--- src/rtl/aes_pkg.sv ---
`default_nettype none
// ============================================================================
// Module      : aes_pkg
// Description : Shared AES row-stage types and byte-rotation helpers, used by
//               both the forward shift_row and the inverse inv_shift_row stage.
// Revision    : 1.0  initial release
// ============================================================================
package aes_pkg;

  localparam int ROW_W = 32;

  // Four rows of the AES state, row 0 in the most significant position
  typedef struct packed {
    logic [ROW_W-1:0] r0;
    logic [ROW_W-1:0] r1;
    logic [ROW_W-1:0] r2;
    logic [ROW_W-1:0] r3;
  } aes_rows_t;

  // Occupancy-encoded buffer state: the encoding doubles as the beat count
  typedef enum logic [1:0] {
    BUF_EMPTY = 2'd0,
    BUF_ONE   = 2'd1,
    BUF_FULL  = 2'd2
  } buf_state_t;

  function automatic logic [ROW_W-1:0] rot_row_r8(input logic [ROW_W-1:0] row);
    return {row[7:0], row[31:8]};
  endfunction

  function automatic logic [ROW_W-1:0] rot_row_16(input logic [ROW_W-1:0] row);
    return {row[15:0], row[31:16]};
  endfunction

  function automatic logic [ROW_W-1:0] rot_row_l8(input logic [ROW_W-1:0] row);
    return {row[23:0], row[31:24]};
  endfunction

endpackage
`default_nettype wire

--- src/rtl/inv_shift_row_if.sv ---
`default_nettype none
// ============================================================================
// Module      : inv_shift_row_if
// Description : Valid/ready stream bundle of the InvShiftRows stage: input
//               rows and tag, output rows and tag, flush and occupancy.
// Revision    : 1.0  initial release
// ============================================================================
interface inv_shift_row_if #(
  parameter int TAG_W = 4
);
  logic             flush;
  logic             in_valid;
  logic             in_ready;
  logic [31:0]      SR1;
  logic [31:0]      SR2;
  logic [31:0]      SR3;
  logic [31:0]      SR4;
  logic [TAG_W-1:0] in_tag;
  logic             out_valid;
  logic             out_ready;
  logic [31:0]      ISR1;
  logic [31:0]      ISR2;
  logic [31:0]      ISR3;
  logic [31:0]      ISR4;
  logic [TAG_W-1:0] out_tag;
  logic [1:0]       occupancy;

  // Upstream/downstream environment view
  modport master (
    output flush, in_valid, SR1, SR2, SR3, SR4, in_tag, out_ready,
    input  in_ready, out_valid, ISR1, ISR2, ISR3, ISR4, out_tag, occupancy
  );

  // Stage view
  modport slave (
    input  flush, in_valid, SR1, SR2, SR3, SR4, in_tag, out_ready,
    output in_ready, out_valid, ISR1, ISR2, ISR3, ISR4, out_tag, occupancy
  );
endinterface
`default_nettype wire

--- src/rtl/skid_buffer2.sv ---
`default_nettype none
// ============================================================================
// Module      : skid_buffer2
// Description : Generic 2-entry valid/ready buffer (main + skid) with
//               synchronous flush, occupancy count and a ready that depends
//               only on registered state and flush.
// Revision    : 1.0  initial release
// ============================================================================
module skid_buffer2
  import aes_pkg::*;
#(
  parameter int WIDTH = 132
) (
  input  wire logic             clk,
  input  wire logic             reset_n,
  input  wire logic             flush,
  input  wire logic             in_valid,
  output logic                  in_ready,
  input  wire logic [WIDTH-1:0] in_data,
  output logic                  out_valid,
  input  wire logic             out_ready,
  output logic [WIDTH-1:0]      out_data,
  output logic [1:0]            occupancy
);

  buf_state_t       state;
  logic             main_valid;
  logic             skid_valid;
  logic [WIDTH-1:0] main_data;
  logic [WIDTH-1:0] skid_data;
  logic             in_fire;
  logic             out_fire;

  // Ready comes from the skid flag only, so downstream ready never reaches upstream
  assign in_ready  = reset_n & ~skid_valid & ~flush;
  assign in_fire   = in_valid & in_ready;
  assign out_fire  = main_valid & out_ready;

  assign out_valid = main_valid;
  assign out_data  = main_data;
  assign occupancy = state;

  // Buffer state machine: flush overrides every transition; skid drains into main
  always_ff @(posedge clk or negedge reset_n) begin
    if (!reset_n) begin
      state      <= BUF_EMPTY;
      main_valid <= 1'b0;
      skid_valid <= 1'b0;
      main_data  <= '0;
      skid_data  <= '0;
    end else if (flush) begin
      state      <= BUF_EMPTY;
      main_valid <= 1'b0;
      skid_valid <= 1'b0;
    end else begin
      case (state)
        BUF_EMPTY: begin
          if (in_fire) begin
            main_data  <= in_data;
            main_valid <= 1'b1;
            state      <= BUF_ONE;
          end
        end
        BUF_ONE: begin
          if (in_fire && out_fire) begin
            main_data <= in_data;
          end else if (in_fire) begin
            skid_data  <= in_data;
            skid_valid <= 1'b1;
            state      <= BUF_FULL;
          end else if (out_fire) begin
            main_valid <= 1'b0;
            state      <= BUF_EMPTY;
          end
        end
        BUF_FULL: begin
          if (out_fire) begin
            main_data  <= skid_data;
            skid_valid <= 1'b0;
            state      <= BUF_ONE;
          end
        end
        default: begin
          state      <= BUF_EMPTY;
          main_valid <= 1'b0;
          skid_valid <= 1'b0;
        end
      endcase
    end
  end

endmodule
`default_nettype wire

--- src/rtl/inv_shift_row.sv ---
`default_nettype none
// ============================================================================
// Module      : inv_shift_row
// Description : AES decryption InvShiftRows stage. Rows are un-rotated on the
//               way in, so the 2-entry buffer stores transformed state and the
//               main entry drives the registered outputs.
// Revision    : 1.0  initial release
// ============================================================================
module inv_shift_row
  import aes_pkg::*;
#(
  parameter int TAG_W = 4
) (
  input  wire logic      clk,
  input  wire logic      reset_n,
  inv_shift_row_if.slave bus
);

  localparam int DATA_W = 4 * ROW_W + TAG_W;

  aes_rows_t         in_rows;
  aes_rows_t         out_rows;
  logic [TAG_W-1:0]  out_tag_int;
  logic [DATA_W-1:0] in_data;
  logic [DATA_W-1:0] out_data;

  // Undo the forward rotation of each row before storage
  always_comb begin
    in_rows.r0 = bus.SR1;
    in_rows.r1 = rot_row_r8(bus.SR2);
    in_rows.r2 = rot_row_16(bus.SR3);
    in_rows.r3 = rot_row_l8(bus.SR4);
  end

  // Tag rides in the same word as the state so the two can never separate
  assign in_data = {in_rows, bus.in_tag};

  skid_buffer2 #(
    .WIDTH (DATA_W)
  ) u_buf (
    .clk       (clk),
    .reset_n   (reset_n),
    .flush     (bus.flush),
    .in_valid  (bus.in_valid),
    .in_ready  (bus.in_ready),
    .in_data   (in_data),
    .out_valid (bus.out_valid),
    .out_ready (bus.out_ready),
    .out_data  (out_data),
    .occupancy (bus.occupancy)
  );

  assign {out_rows, out_tag_int} = out_data;
  assign bus.ISR1    = out_rows.r0;
  assign bus.ISR2    = out_rows.r1;
  assign bus.ISR3    = out_rows.r2;
  assign bus.ISR4    = out_rows.r3;
  assign bus.out_tag = out_tag_int;

endmodule
`default_nettype wire
--- src/flat_wrapper.sv ---
// flat-port wrapper written by rule: the top's interface ports become plain ports
module inv_shift_row_flat import aes_pkg::*;
#(
  parameter int TAG_W = 4
)
  (clk, reset_n, bus_flush, bus_in_valid, bus_SR1, bus_SR2, bus_SR3, bus_SR4, bus_in_tag, bus_out_ready, bus_in_ready, bus_out_valid, bus_ISR1, bus_ISR2, bus_ISR3, bus_ISR4, bus_out_tag, bus_occupancy);
  inv_shift_row_if #(.TAG_W(TAG_W)) bus_i ();
  input  wire logic clk;
  input  wire logic reset_n;
  input wire logic [$bits(bus_i.flush)-1:0] bus_flush;
  input wire logic [$bits(bus_i.in_valid)-1:0] bus_in_valid;
  input wire logic [$bits(bus_i.SR1)-1:0] bus_SR1;
  input wire logic [$bits(bus_i.SR2)-1:0] bus_SR2;
  input wire logic [$bits(bus_i.SR3)-1:0] bus_SR3;
  input wire logic [$bits(bus_i.SR4)-1:0] bus_SR4;
  input wire logic [$bits(bus_i.in_tag)-1:0] bus_in_tag;
  input wire logic [$bits(bus_i.out_ready)-1:0] bus_out_ready;
  output wire logic [$bits(bus_i.in_ready)-1:0] bus_in_ready;
  output wire logic [$bits(bus_i.out_valid)-1:0] bus_out_valid;
  output wire logic [$bits(bus_i.ISR1)-1:0] bus_ISR1;
  output wire logic [$bits(bus_i.ISR2)-1:0] bus_ISR2;
  output wire logic [$bits(bus_i.ISR3)-1:0] bus_ISR3;
  output wire logic [$bits(bus_i.ISR4)-1:0] bus_ISR4;
  output wire logic [$bits(bus_i.out_tag)-1:0] bus_out_tag;
  output wire logic [$bits(bus_i.occupancy)-1:0] bus_occupancy;
  assign bus_i.flush = bus_flush;
  assign bus_i.in_valid = bus_in_valid;
  assign bus_i.SR1 = bus_SR1;
  assign bus_i.SR2 = bus_SR2;
  assign bus_i.SR3 = bus_SR3;
  assign bus_i.SR4 = bus_SR4;
  assign bus_i.in_tag = bus_in_tag;
  assign bus_i.out_ready = bus_out_ready;
  assign bus_in_ready = bus_i.in_ready;
  assign bus_out_valid = bus_i.out_valid;
  assign bus_ISR1 = bus_i.ISR1;
  assign bus_ISR2 = bus_i.ISR2;
  assign bus_ISR3 = bus_i.ISR3;
  assign bus_ISR4 = bus_i.ISR4;
  assign bus_out_tag = bus_i.out_tag;
  assign bus_occupancy = bus_i.occupancy;
  inv_shift_row #(.TAG_W(TAG_W)) u_core (.clk(clk), .reset_n(reset_n), .bus(bus_i));
endmodule
--- config.mk ---
export PLATFORM = sky130hd
export DESIGN_NAME = inv_shift_row_flat
export DESIGN_NICKNAME = d
export VERILOG_FILES = /design/src/rtl/aes_pkg.sv /design/src/rtl/inv_shift_row_if.sv /design/src/rtl/skid_buffer2.sv /design/src/rtl/inv_shift_row.sv /design/src/flat_wrapper.sv
export SDC_FILE = /design/constraint.sdc
export NUM_CORES = 1
export LEC_CHECK = 0
export ABC_AREA = 1
export ABC_CLOCK_PERIOD_IN_PS = 1500
export CAP_MARGIN = 20
export CORE_UTILIZATION = 52
export CTS_BUF_LIST = sky130_fd_sc_hd__clkbuf_4 sky130_fd_sc_hd__clkbuf_8
export DETAILED_ROUTE_END_ITERATION = 7
export PLACE_DENSITY = 0.82
export SLEW_MARGIN = 20
export SYNTH_ARGS = -nofsm -noshare
export SYNTH_HDL_FRONTEND = slang
export SYNTH_SLANG_ARGS = --single-unit
export TNS_END_PERCENT = 5
--- constraint.sdc ---
create_clock -name clk -period 1.5 [get_ports clk]
set_input_delay 0.375 -clock clk [delete_from_list [all_inputs] [get_ports clk]]
set_output_delay 0.375 -clock clk [all_outputs]
set_load 0.02 [all_outputs]
======== Word level (Yosys, flattened, before mapping) ========
Index checks and enable logic that the tools add are counted.
word-level totals
  output and inout port bits .............. 136
  bits of input ports ..................... 137
  register bits ........................... 268
cells by class
  reductions and logical operators ........ 8
  mux-type cells .......................... 20
  equal/unequal tests ..................... 14
  bitwise operators ....................... 7
operator list
  kind                                                  count
  2-to-1 mux 132 bit                                    3
  one-hot mux 132 bit (3 select lines)                  1
  != test 3 bit (second input constant)                 6
  2-to-1 mux 2 bit                                      6
  AND reduction 4 bit                                   3
  != test 2 bit (second input constant)                 5
  AND reduction 5 bit                                   2
  2-to-1 mux 1 bit                                      7
  one-hot mux 1 bit (3 select lines)                    2
  one-hot mux 2 bit (3 select lines)                    1
  AND 1 bit                                             4
  != test 4 bit (second input constant)                 1
  inverter 1 bit                                        3
  nonzero test 3 bit                                    1
  equality test 2 x 1 -> 1 bit (second input constant)  1
  equality test 2 bit (second input constant)           1
  logical NOT 2 bit                                     1
  logical AND 1 bit                                     1

======== Logic depth before layout (Yosys ltp) ========
Gate-level depths: netlist of run 1.
  depth in word-level cells ............... 8
  mapped depth ............................ 10
  depth with buffers taken out ............ 8

======== Least setup slack after synthesis of run 1 ========
Ideal clock, no wire load.
  kind .................................... flip-flop to flip-flop
  start point ............................. register u_core.u_buf.state[0], in the netlist u_core.u_buf.occupancy[0]
  end point ............................... register u_core.u_buf.main_data[10], in the netlist u_core.u_buf.out_data[10]
  path slack .............................. 0.008 ns
  data required time ...................... 1.383 ns
  stages on the path, launching flop included .. 9
  data arrival time ....................... 1.375 ns
  setup time .............................. 0.117 ns
  cells stage by stage .................... dfrtp_1 > inv_2 > nand2_1 > o21ai_2 > nand2_2 > buf_6 > buf_6 > nand2_1 > nand2_1
between the ends
  word-level cells in the longest chain between the ends .. 3
  elaborated cells on any way between the ends .. 9
  those cells by class .................... eq/ne: 5; mux: 1; reduce/logical: 3
ends and longest elaborated chain
  what                                                                  line                text
  from (decl)                                                           skid_buffer2.sv:26  buf_state_t state;
  from (signal assigned)                                                skid_buffer2.sv:46  state <= BUF_EMPTY;
  from (signal assigned)                                                skid_buffer2.sv:52  state <= BUF_EMPTY;
  from (signal assigned)                                                skid_buffer2.sv:61  state <= BUF_ONE;
  equality test 2 x 1 -> 1 bit (tied with other cells)                  skid_buffer2.sv:56  case (state)
  != test 2 bit (no line) / nonzero test 3 bit (equally long branches)  --
  AND reduction 5 bit (no line)                                         --
  to (signal assigned)                                                  skid_buffer2.sv:59  main_data <= in_data;
  to (signal assigned)                                                  skid_buffer2.sv:66  main_data <= in_data;
  to (signal assigned)                                                  skid_buffer2.sv:78  main_data <= skid_data;
  to (decl)                                                             skid_buffer2.sv:29  logic [WIDTH-1:0] main_data;
Several ways; a longest one is shown, not always the timed one.
A chain may end at the register's enable or synchronous reset.

======== Worst setup path in the final report of run 1 ========
  start point ............................. register u_core.u_buf.skid_valid
  end point ............................... output port bus_in_ready
between the ends
  word-level cells in the longest chain between the ends .. 3
ends and longest elaborated chain
  what                     line                text
  from (decl)              skid_buffer2.sv:28  logic skid_valid;
  from (signal assigned)   skid_buffer2.sv:48  skid_valid <= 1'b0;
  from (signal assigned)   skid_buffer2.sv:54  skid_valid <= 1'b0;
  from (signal assigned)   skid_buffer2.sv:69  skid_valid <= 1'b1;
  inverter 1 bit           skid_buffer2.sv:35  assign in_ready = reset_n & ~skid_valid & ~flush;
  AND 1 bit (2 in series)  skid_buffer2.sv:35
  to (decl)                flat_wrapper.sv:18  output wire logic [$bits(bus_i.in_ready)-1:0] bus_in_ready;
Every way passes these cells.

==> results by group, run 1 <==
Status
  – Outcome: finished, violations left
  – Violated checks: setup timing

Floorplanning
  – I/O pin count: 273
  – Initial Util: 52.8%
  – Area of the die: 23500 um2
  – Cell Rows: 55
  – Core area: 22600 um2
  – Die outline height: 153 um
  – Chip Width: 153 um

Cells and area
  – Layout cell share with drive strength beyond 1: 22.6%
  – Nets: 1932
  – # fillers: 1601
  – Final Util: 74.8%
  – Commonest non-fill, non-tap cell in the layout: nand2_1
  – Area grow syn2layout: 41.6%
  – Commonest non-fill, non-tap cells in the layout: 461 x nand2_1, 266 x dfrtp_1, 136 x inv_1

GRT
  – Number of global-route vias before repair: 10400
  – Grt met1 use: 36.6%
  – Tot GR Track Use: 27.5%
  – M2 GR Usage: 43.6%
  – Met3 Usage GRT: 8.08%
  – Gr ovfl total: 0
  – Layer carrying the most global-route usage: met2
  – First-pass GRT wire length: 52.3 mm
  – Largest net degree at the start of global routing: 159
  – Initial antenna violation count: 5

Critical path
  – Kind of start point of the critical path: register
  – Reg-to-reg critical path endpoint: u_core.u_buf.out_data[44]$_DFFE_PN0P_
  – Crit-path slowest cell: dfrtp_1
  – Critical path buffer and inverter count: 2
  – Critical Path Sink: bus_in_ready
  – Reg2reg start: u_core.u_buf.occupancy[0]$_DFFE_PN0P_
  – Levels on crit path: 4
  – Cell family with most CP delay: flip-flops
  – Worst setup path startpoint: u_core.u_buf.skid_valid$_DFFE_PN0P_
  – Flop2flop setup slack: -210 ps
  – Arrival time worst endpoint: 1360 ps
  – Critical path endpoint category: output pin
  – CP max FO: 2
  – R2R cell count: 10
  – Crit-path cells: inv_2 > nand2_2 > nor2_4 > buf_6
  – Crit path required time: 1120 ps
  – Setup CP Type: register to output pin
  – Worst stage delay on the critical path: 420 ps

Clocking
  – Sink Count: 268
  – CTS max path bufs: 3
  – Clk Latency, worst-skew pair: 560 ps
  – Clock transition at path regs: 60 ps
  – Root buffer cell: clkbuf_8
  – H-tree lvl count: 2
  – CTS Buf Count: 44
  – TritonCTS clock tree: yes

Place
  – Setup WS pre-CTS: -653 ps
  – HPWL reported at the end of detailed placement: 20.7 mm
  – RePlAce Congestion: 0.825
  – PortBufs: 272

Job
  – Maxcap violations: 0

Hold path
  – Hold WC Path Type: input pin to async pin

Timing
  – Final hold viol count: 0
  – Post-layout min period: 1730 ps
  – PnR worst setup slack: -234 ps
  – Max Fclk: 577 MHz
  – RSZ-0062 raised after global routing: yes
  – Clock Skews: 29.9 ps
  – Relative slew margins: 40.8%
  – Final slew viol count: 0
  – # setup viols final: 258
  – Final worst-path cycle share: 116%
  – Worst-Margin Slew: 888 ps

Power and ir drop
  – Sequential power share: 42.4%
  – Power Total: 29300 uW
  – Internal power: 18400 uW
  – Leakage: 0.00875 uW
  – Clock power share: 22.9%
  – NetSw: 10900 uW
  – Combinational power share: 34.7%
  – Sw Ratio: 37.3%
  – Power per cell area: 1740 nW/um2
  – VDD IR max: 1.04 mV

Yosys
  – Post-synthesis cell type count: 19
  – Post-Syn Area: 11900 um2
  – Syn_nets: 1609
  – Avg Cell Area, Syn: 8.10 um2
  – Post-synthesis sequential area ratio: 56.3%
  – Syn Inst Count: 1472
  – Ys Warns: 0
  – Yosys reg bits: 268

Route
  – Routed Antenna Nets: 0
  – Total wire length: 37.2 mm
  – Via density per instance: 5.41
  – 1st-pass router iterations: 5
  – DRC Markers: 0
  – Routed vias: 11400
  – Initial drt markers: 892
  – WL/cell: 17.6 um
[per-layer routing]
layer | vias up | routed length (um)
li1 | 5321 | -
met1 | 5387 | 14800
met2 | 614 | 17400
met3 | 96 | 3950
met4 | 4 | 1060
met5 | - | 23
[worst min path at each step]
stage	slack, ps	to	from
floorplan	80	u_core.u_buf.occupancy[0]$_DFFE_PN0P_	reset_n
global placement	380	u_core.u_buf.out_data[111]$_DFFE_PN0P_	reset_n
detailed placement	380	u_core.u_buf.out_data[110]$_DFFE_PN0P_	reset_n
CTS	7	u_core.u_buf.out_data[131]$_DFFE_PN0P_	reset_n
global route	30	u_core.u_buf.out_data[105]$_DFFE_PN0P_	reset_n
finish	10	u_core.u_buf.out_data[105]$_DFFE_PN0P_	reset_n
[layout make-up]
type                            instances  area (um2)  share of cell area (%)
Sequential cell                       268        6710                    39.8
Multi-Input combinational cell        964        4550                    27.0
Timing Repair Buffer                  375        3780                    22.4
Clock buffer                           74         912                    5.40
Inverter                              142         543                    3.22
Tap cell                              285         357                    2.11
Clock inverter                          3        20.0                   0.119
Antenna cell                            2        5.00                  0.0297
[cells in the mapped netlist]
master	n	area [um2]
buf_2	63	315
nand4_1	2	12.5
nand2_1	507	1900
clkbuf_1	25	93.8
a21oi_1	37	185
o21ai_1	102	510
buf_4	2	15.0
o21ai_0	127	636
inv_2	4	15.0
nand2_4	1	11.3
nand2_2	4	25.0
buf_6	9	101
dfrtp_1	268	6710
nor2_1	43	161
o211ai_1	2	15.0
o21ai_2	1	8.76
clkinv_1	1	3.75
nand3_1	137	686
inv_1	137	514
[timing repair]
item / CTS / global route
gates cloned: 0 / 19
gates resized for setup: 583 / 192
hold buffers: 2 / 0
pin swaps: 2 / 16
hold endpoints to repair: 42 / 0
buffers inserted: 4 / 19
endpoints found under the setup margin: 232 / 343
[state kept, by name, summed over array words and instances (netlist names)]
signal / count
u_core.u_buf.occupancy: 2
u_core.u_buf.skid_data: 132
u_core.u_buf.skid_valid: 1
u_core.u_buf.out_valid: 1
u_core.u_buf.out_data: 132
[worst reg2reg max path, stage by stage, from the launching register on]
cell	delay (ps)
dfrtp_1	390
buf_6	140
inv_6	60
nand2_4	50
o21ai_4	260
buf_8	180
nand2_8	90
buf_6	150
clkbuf_16	150
nand2_1	70
nand2_1	60
[metrics by stage]
stage | area, um2 | setup TNS, ps | cells | hold WS, ps
floorplan | 11900 | 0 | 1472 | 79.4
global placement | 15300 | -124790 | 1990 | 382
detailed placement | 15300 | -134880 | 1990 | 384
CTS | 15700 | -10090 | 2073 | 6.53
global route | 16900 | -48600 | 2112 | 34.5
finish | 16900 | -22210 | 2113 | 9.85
[cells by family after synthesis]
family | synth area share (%)
DFF | 56.3
buffers and inverters | 8.88
and+or+nand+nor | 23.5
AOI/OAI and AO/OA | 11.4
[power groups by stage]
stage	Sequential (uW)	Combinational (uW)	Clock, uW
after floorplan	14100	3180	0
final	12400	10200	6720
after global routing	12700	11000	7090
after global placement	12200	10100	0
after CTS	12100	9110	6770
after detailed placement	12300	10500	0
No activity file was read; power rests on OpenSTA's default activity.
==> inputs of run 2 (changes only) <==
--- a/config.mk
+++ b/config.mk
@@ -5,13 +5,12 @@
 export SDC_FILE = /design/constraint.sdc
 export NUM_CORES = 1
 export LEC_CHECK = 0
-export ABC_AREA = 1
+export ABC_AREA = 0
 export ABC_CLOCK_PERIOD_IN_PS = 1500
 export CAP_MARGIN = 20
-export CORE_UTILIZATION = 52
-export CTS_BUF_LIST = sky130_fd_sc_hd__clkbuf_4 sky130_fd_sc_hd__clkbuf_8
+export CORE_UTILIZATION = 50
 export DETAILED_ROUTE_END_ITERATION = 7
-export PLACE_DENSITY = 0.82
+export PLACE_DENSITY = 0.8
 export SLEW_MARGIN = 20
 export SYNTH_ARGS = -nofsm -noshare
 export SYNTH_HDL_FRONTEND = slang
==> run 2 against run 1 <==
Net effect:
- non-clock buffer count is 11 lower
- clock power is 3.3% higher
- the flow still finishes with violations (setup timing)
- worst hold slack gained 48 ps
- utilization fell by 3.6 points
- critical endpoint is now u_core.u_buf.skid_data[46]$_DFFE_PN0P_
- area after synthesis fell by 1.0%
- count of clock-buffer cells in the layout down 30
- clock skew down 25 ps
- final cell count decreased by 27%
- sequential cell count unchanged
- register-to-register slack got worse by 60 ps
==> results by group, run 2 <==
Yosys
  – EDFF count, synth: 0 (unchanged)
  – Predominant post-synthesis flop cell: dfrtp_1 (unchanged)
  – Syn Inst Count: 893 (was 1472)
  – Synth area leaders: dfrtp_1 57%, mux2_2 12%, mux2i_1 11% (was dfrtp_1 56%, nand2_1 16%, nand3_1 5.8%)
  – Synth area leader: dfrtp_1 (unchanged)
  – Post-synthesis sequential area ratio: 56.8% (was 56.3%)
  – Ys async rst share: 100% (unchanged)
  – Yosys top cell area share: 56.8% (was 56.3%)
  – Most numerous cell in the Yosys netlist: dfrtp_1 (was nand2_1)
  – Post-synthesis cell type count: 33 (was 19)
  – Post-Syn Area: 11800 um2 (was 11900 um2)
  – Ys Warns: 0 (unchanged)
  – Avg Cell Area, Syn: 13.2 um2 (was 8.10 um2)
  – Yosys reg bits: 268 (unchanged)
  – Syn_nets: 1030 (was 1609)
  – Post-synth top cells: 268 x dfrtp_1, 184 x o21ai_0, 132 x mux2i_1 (was 507 x nand2_1, 268 x dfrtp_1, 137 x inv_1, 137 x nand3_1, 127 x o21ai_0)

Timing
  – # setup viols final: 269 (was 258)
  – Max Fclk: 565 MHz (was 577 MHz)
  – Worst-Margin Slew: 936 ps (was 888 ps)
  – Clock Skews: 4.94 ps (was 29.9 ps)
  – RSZ-0062 raised after global routing: yes (unchanged)
  – PnR worst setup slack: -270 ps (was -234 ps)
  – Relative slew margins: 37.6% (was 40.8%)
  – Post-layout min period: 1770 ps (was 1730 ps)
  – Setup TNS: -49730 ps (was -22210 ps)
  – Final hold slack: 57.5 ps (was 9.85 ps)
  – Final hold viol count: 0 (unchanged)
  – Final worst-path cycle share: 118% (was 116%)
  – Final slew viol count: 0 (unchanged)

Critical path
  – Crit path required time: 1910 ps (was 1120 ps)
  – CP max FO: 11 (was 2)
  – Crit-path slowest cell: dfrtp_1 (unchanged)
  – Worst stage delay on the critical path: 430 ps (was 420 ps)
  – Arrival time worst endpoint: 2180 ps (was 1360 ps)
  – Kind of start point of the critical path: register (unchanged)
  – Crit-path cells: nor3b_4 > and4_4 > buf_12 > buf_16 > mux2_2 (was inv_2 > nand2_2 > nor2_4 > buf_6)
  – Critical path buffer and inverter count: 2 (unchanged)
  – R2R cell count: 5 (was 10)
  – Reg2reg start: u_core.u_buf.skid_valid$_DFFE_PN0P_ (was u_core.u_buf.occupancy[0]$_DFFE_PN0P_)
  – Setup CP Type: register to register (was register to output pin)
  – Reg-to-reg critical path endpoint: u_core.u_buf.skid_data[46]$_DFFE_PN0P_ (was u_core.u_buf.out_data[44]$_DFFE_PN0P_)
  – Cell family with most CP delay: simple AND/OR/NAND/NOR gates (was flip-flops)
  – Levels on crit path: 5 (was 4)
  – Critical path endpoint category: register (was output pin)
  – Flop2flop setup slack: -270 ps (was -210 ps)

Power and ir drop
  – Leakage: 0.00709 uW (was 0.00875 uW)
  – Power Total: 27000 uW (was 29300 uW)
  – Sequential power share: 43.5% (was 42.4%)
  – Sw Ratio: 32.6% (was 37.3%)
  – Power per cell area: 1660 nW/um2 (was 1740 nW/um2)
  – NetSw: 8790 uW (was 10900 uW)
  – VDD IR max: 1.16 mV (was 1.04 mV)
  – Internal power: 18200 uW (was 18400 uW)
  – Combinational power share: 30.8% (was 34.7%)
  – Clock power share: 25.7% (was 22.9%)

Floorplanning
  – Core area: 22900 um2 (was 22600 um2)
  – Chip Width: 156 um (was 153 um)
  – Area of the die: 24200 um2 (was 23500 um2)
  – Cell Rows: 55 (unchanged)
  – Initial Util: 51.5% (was 52.8%)
  – Die outline height: 156 um (was 153 um)
  – I/O pin count: 273 (unchanged)

Cells and area
  – Commonest non-fill, non-tap cell in the layout: dfrtp_1 (was nand2_1)
  – Fin area: 16300 um2 (was 16900 um2)
  – Nets: 1353 (was 1932)
  – Commonest non-fill, non-tap cells in the layout: 267 x dfrtp_1, 134 x clkdlybuf4s50_1, 129 x buf_2 (was 461 x nand2_1, 266 x dfrtp_1, 136 x inv_1)
  – Layout cell share with drive strength beyond 1: 41.5% (was 22.6%)
  – Area grow syn2layout: 38.2% (was 41.6%)
  – N_diodes: 0 (was 2)

GRT
  – Initial antenna violation count: 2 (was 5)
  – Tot GR Track Use: 25.0% (was 27.5%)
  – Gr ovfl total: 0 (unchanged)
  – First-pass GRT wire length: 47.8 mm (was 52.3 mm)
  – Number of global-route vias before repair: 8898 (was 10400)
  – Largest net degree at the start of global routing: 165 (was 159)

Clocking
  – Sink Count: 268 (unchanged)
  – H-tree lvl count: 1 (was 2)
  – CTS max path bufs: 3 (unchanged)
  – TritonCTS clock tree: yes (unchanged)
  – Clk Latency, worst-skew pair: 530 ps (was 560 ps)
  – Root buffer cell: clkbuf_16 (was clkbuf_8)
  – CTS Buf Count: 29 (was 44)
  – Clock transition at path regs: 60 ps (about the same)
  – CTS Hold Buffers Added: 0 (was 2)

Route
  – Via density per instance: 5.49 (was 5.41)
  – DRC Markers: 0 (unchanged)
  – 1st-pass router iterations: 4 (was 5)
  – Initial drt markers: 378 (was 892)
  – Routed vias: 8492 (was 11400)
  – Total wire length: 31.7 mm (was 37.2 mm)
  – Routed Antenna Nets: 0 (unchanged)
  – WL/cell: 20.5 um (was 17.6 um)

Place
  – HPWL reported at the end of detailed placement: 19.3 mm (was 20.7 mm)
  – RePlAce Congestion: 0.824 (was 0.825)
  – Area after DPL: 15300 um2 (about the same)
  – PortBufs: 272 (unchanged)

Status
  – Violated checks: setup timing (unchanged)
  – Outcome: finished, violations left (unchanged)

Hold path
  – Hold WC Path Type: input pin to async pin (unchanged)

Job
  – Maxcap violations: 0 (unchanged)
-- run 2: cell count changes in the layout (fill, tap and decap cells not counted), sizes merged, moves of 3 or more --
cell and delta:
mux2i +132, clkbuf -34, buf -6, mux2 +132, clkinv +3, nor2 -40
nand3 -137, nand2 -512, inv -140, o21ai +34, a21oi -33
-- run 2: cell families (layout without fill, tap and decap cells) --
logic type,Yosys count,after routing,synth area share [%]
AOI/OAI and AO/OA,275,275,14.5
buffers and inverters,74,415,4.16
and+or+nand+nor,11,12,0.668
xor gates and xnor gates,1,1,0.0742
DFF,268,268,56.8
muxes,264,264,23.8
-- run 2: metrics by stage --
step           setup WS (ps)  utilization [%]  cells
3_3_place_gp            -683             66.6   1471
5_1_grt                 -312             71.1   1548
4_1_cts                 -266             68.6   1527
6_report                -270             71.1   1548
2_1_floorplan           -300                -    893
3_5_place_dp            -739             66.6   1471
-- run 2: power groups by stage --
stage	Clock [uW]	Sequential, uW	Combinational [uW]
finish	6940	11700	8310
detailed placement	0	11700	9040
CTS	7080	11600	7980
global placement	0	11600	8770
global route	7380	12000	8940
floorplan	0	13100	3210
-- run 2: metal layers --
layer	vias to the layer above	routed length (um)	global-route usage, %
met5	-	28	0
met4	4	899	8.64
met3	69	2270	6.97
met2	258	15200	40.1
met1	4253	13300	32.7
li1	3908	-	-
-- run 2: worst max-delay path by stage --
stage                                         from                                      end  slack [ps]
2_1_floorplan  u_core.u_buf.skid_valid$_DFFE_PN0P_  u_core.u_buf.skid_data[100]$_DFFE_PN0P_        -300
3_3_place_gp                             bus_flush  u_core.u_buf.skid_data[110]$_DFFE_PN0P_        -680
3_5_place_dp                             bus_flush  u_core.u_buf.skid_data[116]$_DFFE_PN0P_        -740
4_1_cts        u_core.u_buf.skid_valid$_DFFE_PN0P_   u_core.u_buf.skid_data[65]$_DFFE_PN0P_        -270
5_1_grt        u_core.u_buf.skid_valid$_DFFE_PN0P_   u_core.u_buf.skid_data[67]$_DFFE_PN0P_        -310
6_report       u_core.u_buf.skid_valid$_DFFE_PN0P_   u_core.u_buf.skid_data[46]$_DFFE_PN0P_        -270
-- run 2: worst min-delay path, delay by kind of cell --
kind     cells  cell delay, ps
buf+inv      3             670
-- run 2: what timing repair did --
item	4_1_cts	5_1_grt
pin swaps	1	19
setup endpoints to repair	400	277
resized for setup	600	133
cloned	1	13
buffers inserted	5	8
-- run 2: final cells by class --
cell class,count,area [um2]
Fill cell,1592,6610
Multi-Input combinational cell,552,4860
Clock buffer,44,882
Sequential cell,268,6710
Timing Repair Buffer,364,3400
Tap cell,313,392
Clock inverter,6,55.1
Inverter,1,6.26
==> inputs of run 3 (changes only) <==
--- a/config.mk
+++ b/config.mk
@@ -8,9 +8,8 @@
 export ABC_AREA = 0
 export ABC_CLOCK_PERIOD_IN_PS = 1500
 export CAP_MARGIN = 20
-export CORE_UTILIZATION = 50
+export CORE_UTILIZATION = 33
 export DETAILED_ROUTE_END_ITERATION = 7
-export PLACE_DENSITY = 0.8
 export SLEW_MARGIN = 20
 export SYNTH_ARGS = -nofsm -noshare
 export SYNTH_HDL_FRONTEND = slang
==> run 3 against run 2 <==
Net effect:
- the flow finishes with violations (hold timing, setup timing)
- sequential power about the same
- critical endpoint is now bus_in_ready
- first-iteration DRC count decreased by 37%
- critical path type is now register to output pin
- worst setup slack got worse by 28 ps
- register-to-register slack got worse by 20 ps
- sequential cell count unchanged
- clock skew increased by 3.6 ps
- clock power increased by 8.5%
==> results by group, run 3 (synthesis results as in run 2) <==
Critical path
  – Crit-path cells: nor3b_4 > buf_4 > buf_6 (was nor3b_4 > and4_4 > buf_12 > buf_16 > mux2_2)
  – Cell family with most CP delay: flip-flops (was simple AND/OR/NAND/NOR gates)
  – Worst stage delay on the critical path: 420 ps (was 430 ps)
  – Critical path buffer and inverter count: 2 (unchanged)
  – Setup CP Type: register to output pin (was register to register)
  – Kind of start point of the critical path: register (unchanged)
  – Reg-to-reg critical path endpoint: u_core.u_buf.out_data[48]$_DFFE_PN0P_ (was u_core.u_buf.skid_data[46]$_DFFE_PN0P_)
  – Crit-path slowest cell: dfrtp_1 (unchanged)
  – Crit path required time: 1120 ps (was 1910 ps)
  – Critical path endpoint category: output pin (was register)
  – R2R cell count: 7 (was 5)
  – CP max FO: 2 (was 11)
  – Arrival time worst endpoint: 1420 ps (was 2180 ps)
  – Reg2reg start: u_core.u_buf.skid_valid$_DFFE_PN0P_ (unchanged)
  – Flop2flop setup slack: -290 ps (was -270 ps)

Floorplanning
  – Initial Util: 33.8% (was 51.5%)
  – Core area: 34900 um2 (was 22900 um2)
  – I/O pin count: 273 (unchanged)
  – Die outline height: 191 um (was 156 um)
  – Chip Width: 191 um (was 156 um)
  – Area of the die: 36500 um2 (was 24200 um2)
  – Cell Rows: 68 (was 55)

Cells and area
  – # fillers: 3193 (was 1592)
  – Layout cell share with drive strength beyond 1: 40.3% (was 41.5%)
  – Finished Layout Cells: 1691 (was 1548)
  – Area grow syn2layout: 40.1% (was 38.2%)
  – Multi-input logic area: 4830 um2 (was 4860 um2)
  – Nets: 1350 (was 1353)
  – Commonest non-fill, non-tap cells in the layout: 267 x dfrtp_1, 135 x clkdlybuf4s50_1, 130 x mux2i_1 (was 267 x dfrtp_1, 134 x clkdlybuf4s50_1, 129 x buf_2)
  – Commonest non-fill, non-tap cell in the layout: dfrtp_1 (unchanged)
  – Reg area: 6710 um2 (unchanged)

GRT
  – Initial antenna violation count: 0 (was 2)
  – Met3 Usage GRT: 4.09% (was 6.97%)
  – Number of global-route vias before repair: 8698 (was 8898)
  – Tot GR Track Use: 16.9% (was 25.0%)
  – Layer carrying the most global-route usage: met2 (unchanged)
  – Gr ovfl total: 0 (unchanged)
  – First-pass GRT wire length: 48.9 mm (was 47.8 mm)
  – Grt met1 use: 23.2% (was 32.7%)
  – Largest net degree at the start of global routing: 186 (was 165)
  – M2 GR Usage: 26.9% (was 40.1%)

Timing
  – Relative slew margins: 46.3% (was 37.6%)
  – RSZ-0062 raised after global routing: yes (unchanged)
  – Final hold viol count: 55 (was 0)
  – PnR worst setup slack: -299 ps (was -270 ps)
  – Clock Skews: 8.51 ps (was 4.94 ps)
  – Post-layout min period: 1800 ps (was 1770 ps)
  – Max Fclk: 556 MHz (was 565 MHz)
  – # setup viols final: 270 (was 269)
  – Final hold slack: -70.8 ps (was 57.5 ps)
  – Final worst-path cycle share: 120% (was 118%)
  – Worst-Margin Slew: 805 ps (was 936 ps)
  – Final slew viol count: 0 (unchanged)

Clocking
  – Clock transition at path regs: 60 ps (about the same)
  – CTS Buf Count: 30 (was 29)
  – CTS max path bufs: 3 (unchanged)
  – Root buffer cell: clkbuf_16 (unchanged)
  – TritonCTS clock tree: yes (unchanged)
  – Clk Latency, worst-skew pair: 550 ps (was 530 ps)
  – H-tree lvl count: 1 (unchanged)
  – CTS Hold Buffers Added: 1 (was 0)
  – Sink Count: 268 (unchanged)

Route
  – Initial drt markers: 237 (was 378)
  – 1st-pass router iterations: 4 (unchanged)
  – WL/cell: 18.5 um (was 20.5 um)
  – Total wire length: 31.3 mm (was 31.7 mm)
  – DRC Markers: 0 (unchanged)
  – Routed vias: 8312 (was 8492)
  – Via density per instance: 4.92 (was 5.49)
  – Routed Antenna Nets: 0 (unchanged)

Place
  – PortBufs: 272 (unchanged)
  – RePlAce Congestion: 0.712 (was 0.824)
  – HPWL reported at the end of detailed placement: 21.0 mm (was 19.3 mm)
  – DP Cell Count: 1625 (was 1471)

Power and ir drop
  – VDD IR max: 1.12 mV (was 1.16 mV)
  – Leakage: 0.00708 uW (was 0.00709 uW)
  – Power per cell area: 1690 nW/um2 (was 1660 nW/um2)

Status
  – Outcome: finished, violations left (unchanged)
  – Violated checks: hold timing, setup timing (was setup timing)

Hold path
  – Hold WC Path Type: input pin to async pin (unchanged)

Job
  – Maxcap violations: 0 (unchanged)
run 3: cell count changes in the layout (fill, tap and decap cells not counted), moves of 4 or more:
cell and change:
mux2_4 +12, buf_6 +42, buf_2 -35, o21ai_0 +11, mux2i_2 -6, o21ai_2 -8
clkbuf_8 -4, clkinv_2 +4, mux2_2 -9, mux2i_1 +7, clkbuf_16 -8
run 3: final cells by class:
cell class              count  share of cell area, %
well taps                 455                   3.44
flip-flops and latches    268                   40.6
clock inverters            12                  0.817
repair buffers            361                   20.6
diodes                      1                 0.0151
inverters                   1                 0.0227
multi-input cells         551                   29.2
clock buffers              42                   5.31
run 3: layer usage:
metal,wire length [um],vias up
li1,-,3886
met1,14300,4198
met2,14400,193
met3,1900,35
met4,598,0
met5,0,-
run 3: what timing repair did:
item,CTS,global route
endpoints found under the hold margin,21,55
resized for setup,694,85
pin swaps,8,0
endpoints found under the setup margin,400,370
setup buffers,7,2
run 3: worst max-delay path by stage:
stage,from,to,slack [ps],cells past startpoint
2_1_floorplan,u_core.u_buf.skid_valid$_DFFE_PN0P_,u_core.u_buf.skid_data[100]$_DFFE_PN0P_,-300,6
3_3_place_gp,bus_flush,u_core.u_buf.skid_data[105]$_DFFE_PN0P_,-720,6
3_5_place_dp,bus_flush,u_core.u_buf.out_data[63]$_DFFE_PN0P_,-790,6
4_1_cts,u_core.u_buf.skid_valid$_DFFE_PN0P_,bus_in_ready,-350,3
5_1_grt,u_core.u_buf.skid_valid$_DFFE_PN0P_,u_core.u_buf.out_data[56]$_DFFE_PN0P_,-360,7
6_report,u_core.u_buf.skid_valid$_DFFE_PN0P_,bus_in_ready,-300,3
run 3: stage by stage:
step | instance area [um2] | TNS (ps) | worst slack [ps] | power (uW) | util, %
after floorplan | 11800 | -59680 | -300 | 16300 | -
final | 16500 | -52240 | -299 | 27900 | 47.4
after global routing | 16500 | -69400 | -358 | 29400 | 47.4
after CTS | 16300 | -58340 | -348 | 27900 | 46.8
after detailed placement | 15600 | -191030 | -786 | 20800 | 44.6
after global placement | 15600 | -179270 | -718 | 20500 | 44.6
run 3: power breakdown:
group / leakage, uW / total, uW / internal (uW) / switching (uW)
Clock: 0.000509 / 7530 / 4550 / 2970
Sequential: 0.00338 / 11800 / 10100 / 1630
Combinational: 0.00319 / 8580 / 4320 / 4260
Total: 0.00708 / 27900 / 19000 / 8860
run 3: tightest hold or removal path, stage by stage:
cell    delay [ps]
buf_8           90
buf_4          120
buf_12         270
